--- src/rtl/fmalza_pipe.sv ---
// fmalza_pipe: two-stage leading-zero anticipation check pipeline with valid/ready handshake and saturating statistics
module fmalza_pipe #(
  parameter int WIDTH = 8,
  parameter int CNTW = 16
) (
  input  logic                          clk,
  input  logic                          reset_n,
  input  logic                          InValid,
  output logic                          InReady,
  input  logic [WIDTH-1:0]              A,
  input  logic [WIDTH-1:0]              B,
  input  logic                          Cin,
  input  logic                          Sub,
  input  logic                          Flush,
  input  logic                          StatClr,
  output logic                          OutValid,
  input  logic                          OutReady,
  output logic [$clog2(WIDTH+2)-1:0]    SCnt,
  output logic [$clog2(WIDTH+2)-1:0]    ECnt,
  output logic                          Corr,
  output logic                          Miss,
  output logic [CNTW-1:0]               CorrTot,
  output logic [CNTW-1:0]               MissTot,
  output logic [CNTW-1:0]               BeatTot
);
  localparam int CW = $clog2(WIDTH+2);
  logic [WIDTH-1:0] p, g, k, pp1, gm1, km1;
  logic [WIDTH:0] f, z, sum, s1_f, s1_z;
  logic s1_v, s1_adv, s2_adv, acc, hs, corr_n, miss_n;
  logic [CW-1:0] lz_f, lz_z;
  logic [CW:0] scnt_p1;

  function automatic logic [CW-1:0] lzc(input logic [WIDTH:0] v);
    lzc = CW'(WIDTH + 1);
    for (int i = 0; i <= WIDTH; i++) if (v[i]) lzc = CW'(WIDTH - i);
  endfunction

  // anticipation vector and exact sum of the incoming beat
  always_comb begin
    p = A ^ B;
    g = A & B;
    k = ~A & ~B;
    pp1 = WIDTH'({Sub, p} >> 1);
    gm1 = {g[WIDTH-2:0], Cin};
    km1 = {k[WIDTH-2:0], ~Cin};
    f = {~Sub & p[WIDTH-1], (pp1 & (g & ~km1 | k & ~gm1)) | (~pp1 & (k & ~km1 | g & ~gm1))};
    sum = {1'b0, A} + {1'b0, B} + {{WIDTH{1'b0}}, Cin};
    z = {~Sub & sum[WIDTH], sum[WIDTH-1:0]};
  end

  assign s2_adv  = ~OutValid | OutReady;
  assign s1_adv  = s1_v & s2_adv;
  assign InReady = reset_n & ~Flush & (~s1_v | s1_adv);
  assign acc     = InValid & InReady;
  assign hs      = OutValid & OutReady & ~Flush;
  assign lz_f    = lzc(s1_f);
  assign lz_z    = lzc(s1_z);
  assign scnt_p1 = {1'b0, lz_f} + (CW+1)'(1);
  assign corr_n  = {1'b0, lz_z} == scnt_p1;
  assign miss_n  = ~corr_n & (lz_z != lz_f);

  // stage 1: capture anticipation vector and exact result
  always_ff @(posedge clk or negedge reset_n) begin
    if (!reset_n) begin
      s1_v <= 1'b0;
      s1_f <= '0;
      s1_z <= '0;
    end else begin
      s1_v <= ~Flush & (acc | (s1_v & ~s1_adv));
      if (acc) begin
        s1_f <= f;
        s1_z <= z;
      end
    end
  end

  // stage 2: shift counts and their comparison, held while stalled
  always_ff @(posedge clk or negedge reset_n) begin
    if (!reset_n) begin
      OutValid <= 1'b0;
      SCnt <= '0;
      ECnt <= '0;
      Corr <= 1'b0;
      Miss <= 1'b0;
    end else begin
      OutValid <= ~Flush & (s1_adv | (OutValid & ~OutReady));
      if (s1_adv) begin
        SCnt <= lz_f;
        ECnt <= lz_z;
        Corr <= corr_n;
        Miss <= miss_n;
      end
    end
  end

  // saturating statistics; clear and flush both suppress counting
  always_ff @(posedge clk or negedge reset_n) begin
    if (!reset_n) begin
      BeatTot <= '0;
      CorrTot <= '0;
      MissTot <= '0;
    end else if (StatClr) begin
      BeatTot <= '0;
      CorrTot <= '0;
      MissTot <= '0;
    end else if (hs) begin
      BeatTot <= BeatTot + CNTW'(~&BeatTot);
      CorrTot <= CorrTot + CNTW'(Corr & ~&CorrTot);
      MissTot <= MissTot + CNTW'(Miss & ~&MissTot);
    end
  end
endmodule

--- config.mk ---
export PLATFORM = sky130hd
export DESIGN_NAME = fmalza_pipe
export DESIGN_NICKNAME = d
export VERILOG_FILES = /design/src/rtl/fmalza_pipe.sv
export SDC_FILE = /design/constraint.sdc
export NUM_CORES = 1
export LEC_CHECK = 0
export ABC_AREA = 0
export ABC_CLOCK_PERIOD_IN_PS = 4540
export CORE_MARGIN = 1
export CORE_UTILIZATION = 30
export DETAILED_ROUTE_END_ITERATION = 10
export PLACE_DENSITY = 0.47
export SLEW_MARGIN = 20
export SYNTH_ARGS = -nofsm -noshare
export SYNTH_HDL_FRONTEND = slang
export SYNTH_SLANG_ARGS = --single-unit
--- constraint.sdc ---
create_clock -name clk -period 4.54 [get_ports clk]
set_input_delay 0.908 -clock clk [delete_from_list [all_inputs] [get_ports clk]]
set_output_delay 0.908 -clock clk [all_outputs]
set_load 0.01 [all_outputs]
==> run metrics <==
DR iter-0 viols 164; Die Y-Extent 123.6 um; unrepaired setup endpoints after global routing false; post-synthesis cell count 480; wire length of the first global-routing pass 16.70 mm; worst path arrival time 2.40 ns; Detailed Route WL 9.988 mm; antenna-violating nets left 0; synthesized flop and latch total 78; final cell count without fillers 749; most area-hungry cell type in the Yosys netlist sky130_fd_sc_hd__dfrtp_1; initial antenna violation count 0; number of cells upsized or downsized after cts 0; number of enable-type register cells in the synthesized netlist 0; maximum number of pins on one net before global-route repair 57; fraction of the core area covered by cells at the end of the flow 0.3969; Horiz. Die Dim 123.6 um; clock skew 0.005648 ns; Congestion Overflow GR 0; routed wire length per instance 13.34 um; number of nets in the layout 610; Critical Path Fanout Max 5; worst skew pair latency 0.33 ns; Starting Density 0.3062; mean area per synthesized cell 9.235 um2; number of iterations in the first detailed-routing pass 4; power density relative to cell area 328.6 nW/um2; Final Slew Violations 0; CTS sink count 78; growth of design area from synthesis to finish 29.64%; R2R cell count 9; Max Cap Violations 0; Syn Std Cell Area 4433 um2; slowest library cell on the worst path sky130_fd_sc_hd__clkdlybuf4s50_1; Max transition margin 0.4838; placed instance count 734; family with the most delay on the worst path buffers and inverters; Synth async-reset ratio 1.000; DRC Markers 0; final count of negative-setup-slack endpoints 0; Total GRT Usage 0.1414; via/cell ratio 4.746; maximum achievable frequency 302.7 MHz; post-route fraction of the period consumed by the critical path 0.7277; Critical Path Source Type input port; slew at the pin closest to its max-slew limit 0.7672 ns; total nets after synthesis 529; most used cells in the layout excluding fill and tap cells sky130_fd_sc_hd__clkdlybuf4s50_1, sky130_fd_sc_hd__dfrtp_1, sky130_fd_sc_hd__nand2_1; total leakage power 2.468 nW; ranking of synthesized cells by area sky130_fd_sc_hd__dfrtp_1, sky130_fd_sc_hd__ha_1, sky130_fd_sc_hd__xor2_1; top flip-flop cell by instance count after synthesis sky130_fd_sc_hd__dfrtp_1; most common library cell in the layout ignoring fill and taps sky130_fd_sc_hd__clkdlybuf4s50_1; result of the run completed; CTS tree yes; buffer and inverter count on the worst path 2; setup fix buffers added after clock tree synthesis 0; core box area 14,480 um2; cts hold-fix bufs 0; Distinct cells, synth 46; proportion of synthesized chip area in sequential cells 0.4403; hold violation total from the final report 0; total negative setup slack 0 ns; Clk pin slew, worst setup/hold paths 0.06 ns; total inserted antenna cells 0; total chip power 1.888 mW; number of warnings issued by yosys 0; launch point of the worst reg-to-reg path CorrTot[2]; Crit path required time 3.63 ns; Max clock buf depth 2; area fraction of the dominant cell type after synthesis 0.4403; htree depth 3; cell seen most often among critical-path stages sky130_fd_sc_hd__clkdlybuf4s50_1; highest ir drop seen on vdd 0.0001767 V; num ports 84; type of the most critical hold path input port to async pin; classification of the worst setup path input port to primary output; die outline area 15,270 um2; global placer's final weighted congestion 0.7401; WHS 0.4700 ns; critical path cell sequence clkdlybuf4s50_1 > nand2b_1 > a21oi_1 > clkdlybuf4s50_1; via count of the first global-routing pass 3,385; final critical-path required period 3.304 ns; Clock Root Buffer sky130_fd_sc_hd__clkbuf_16; placement row count 44; flop2flop setup slack 2.08 ns; share of cells above drive strength 1 0.05487; reg-to-reg endpoint CorrTot[14]; HPWL after detailed placement 7.529 mm; Port Buffer Count 83; CP endpoint kind primary output; number of buffers inserted during clock tree synthesis 9; CP peak stage delay 0.60 ns; via count 3,555
[layout make-up]
type / instances / area [um2]
fillers: 1465 / 8732
flip-flops and latches: 78 / 1952
multi-input cells: 354 / 2301
repair buffers: 87 / 858.3
inverters: 31 / 116.4
well taps: 184 / 230.2
clock inverters: 5 / 50.05
clock buffers: 10 / 239.0
[Yosys cell counts, types with 3 or more instances]
cell / count
sky130_fd_sc_hd__a21oi_1: 24
sky130_fd_sc_hd__a221oi_1: 3
sky130_fd_sc_hd__and2_1: 3
sky130_fd_sc_hd__and3_1: 3
sky130_fd_sc_hd__and4_1: 5
sky130_fd_sc_hd__clkbuf_1: 15
sky130_fd_sc_hd__dfrtp_1: 78
sky130_fd_sc_hd__ha_1: 23
sky130_fd_sc_hd__inv_1: 31
sky130_fd_sc_hd__mux2_2: 5
sky130_fd_sc_hd__mux2i_1: 13
sky130_fd_sc_hd__nand2_1: 56
sky130_fd_sc_hd__nand2b_1: 5
sky130_fd_sc_hd__nand3_1: 13
sky130_fd_sc_hd__nand4_1: 11
sky130_fd_sc_hd__nor2_1: 48
sky130_fd_sc_hd__nor3_1: 10
sky130_fd_sc_hd__nor3b_1: 3
sky130_fd_sc_hd__nor4_1: 4
sky130_fd_sc_hd__o21a_1: 4
sky130_fd_sc_hd__o21ai_0: 29
sky130_fd_sc_hd__o31ai_1: 8
sky130_fd_sc_hd__or3_1: 10
sky130_fd_sc_hd__xnor2_1: 17
sky130_fd_sc_hd__xor2_1: 27
[worst reg2reg max path: cells and delay by family (launching register included)]
family / cells / cell delay, ns
flops: 1 / 0.44
compound gates: 2 / 0.30
fa+ha+maj: 2 / 0.41
simple gates: 5 / 1.23
[through the flow]
stage | cell area (um2) | setup WS, ns
floorplan | 4433 | 1.978
finish | 5747 | 1.236
detailed placement | 5458 | 1.233
CTS | 5747 | 1.215
global route | 5747 | 1.086
global placement | 5458 | 1.220
[layer usage]
| layer | up-vias | wire (um) | GRT usage | share of wire |
|---|---|---|---|---|
| li1 | 1808 | - | - | - |
| met1 | 1678 | 4812 | 0.1854 | 0.48 |
| met2 | 61 | 4674 | 0.2311 | 0.47 |
| met3 | 8 | 373 | 0.02768 | 0.037 |
| met4 | 0 | 129 | 0.04970 | 0.013 |
| met5 | - | 0 | 0 | 0 |
[logic make-up after synthesis]
logic type	count (synthesis)	share of synthesized area
AOI/OAI and AO/OA	84	0.1154
muxes	18	0.04205
and+or+nand+nor	183	0.2007
adders and majority gates	25	0.07395
DFF	78	0.4403
buffers and inverters	48	0.04064
xor gates and xnor gates	44	0.08693
[registers in the layout, indices dropped and copies added (netlist names), 4 cells and up]
register  flops
BeatTot      16
s1_z          9
ECnt          4
MissTot      16
CorrTot      16
SCnt          4
s1_f          9
[worst max path at each step]
stage	cells after the start	from	to
after CTS	4	Flush	InReady
after floorplan	10	A[0]	s1_z[8]
after global routing	4	Flush	InReady
after global placement	4	Flush	InReady
final	4	Flush	InReady
after detailed placement	4	Flush	InReady
[power by group]
| group | internal [mW] | total, mW | switching (mW) |
|---|---|---|---|
| clock | 0.433 | 0.705 | 0.272 |
| combinational | 0.188 | 0.370 | 0.183 |
| sequential | 0.756 | 0.813 | 0.0567 |
| total | 1.38 | 1.89 | 0.511 |
Power figures use the tool's default switching activity.
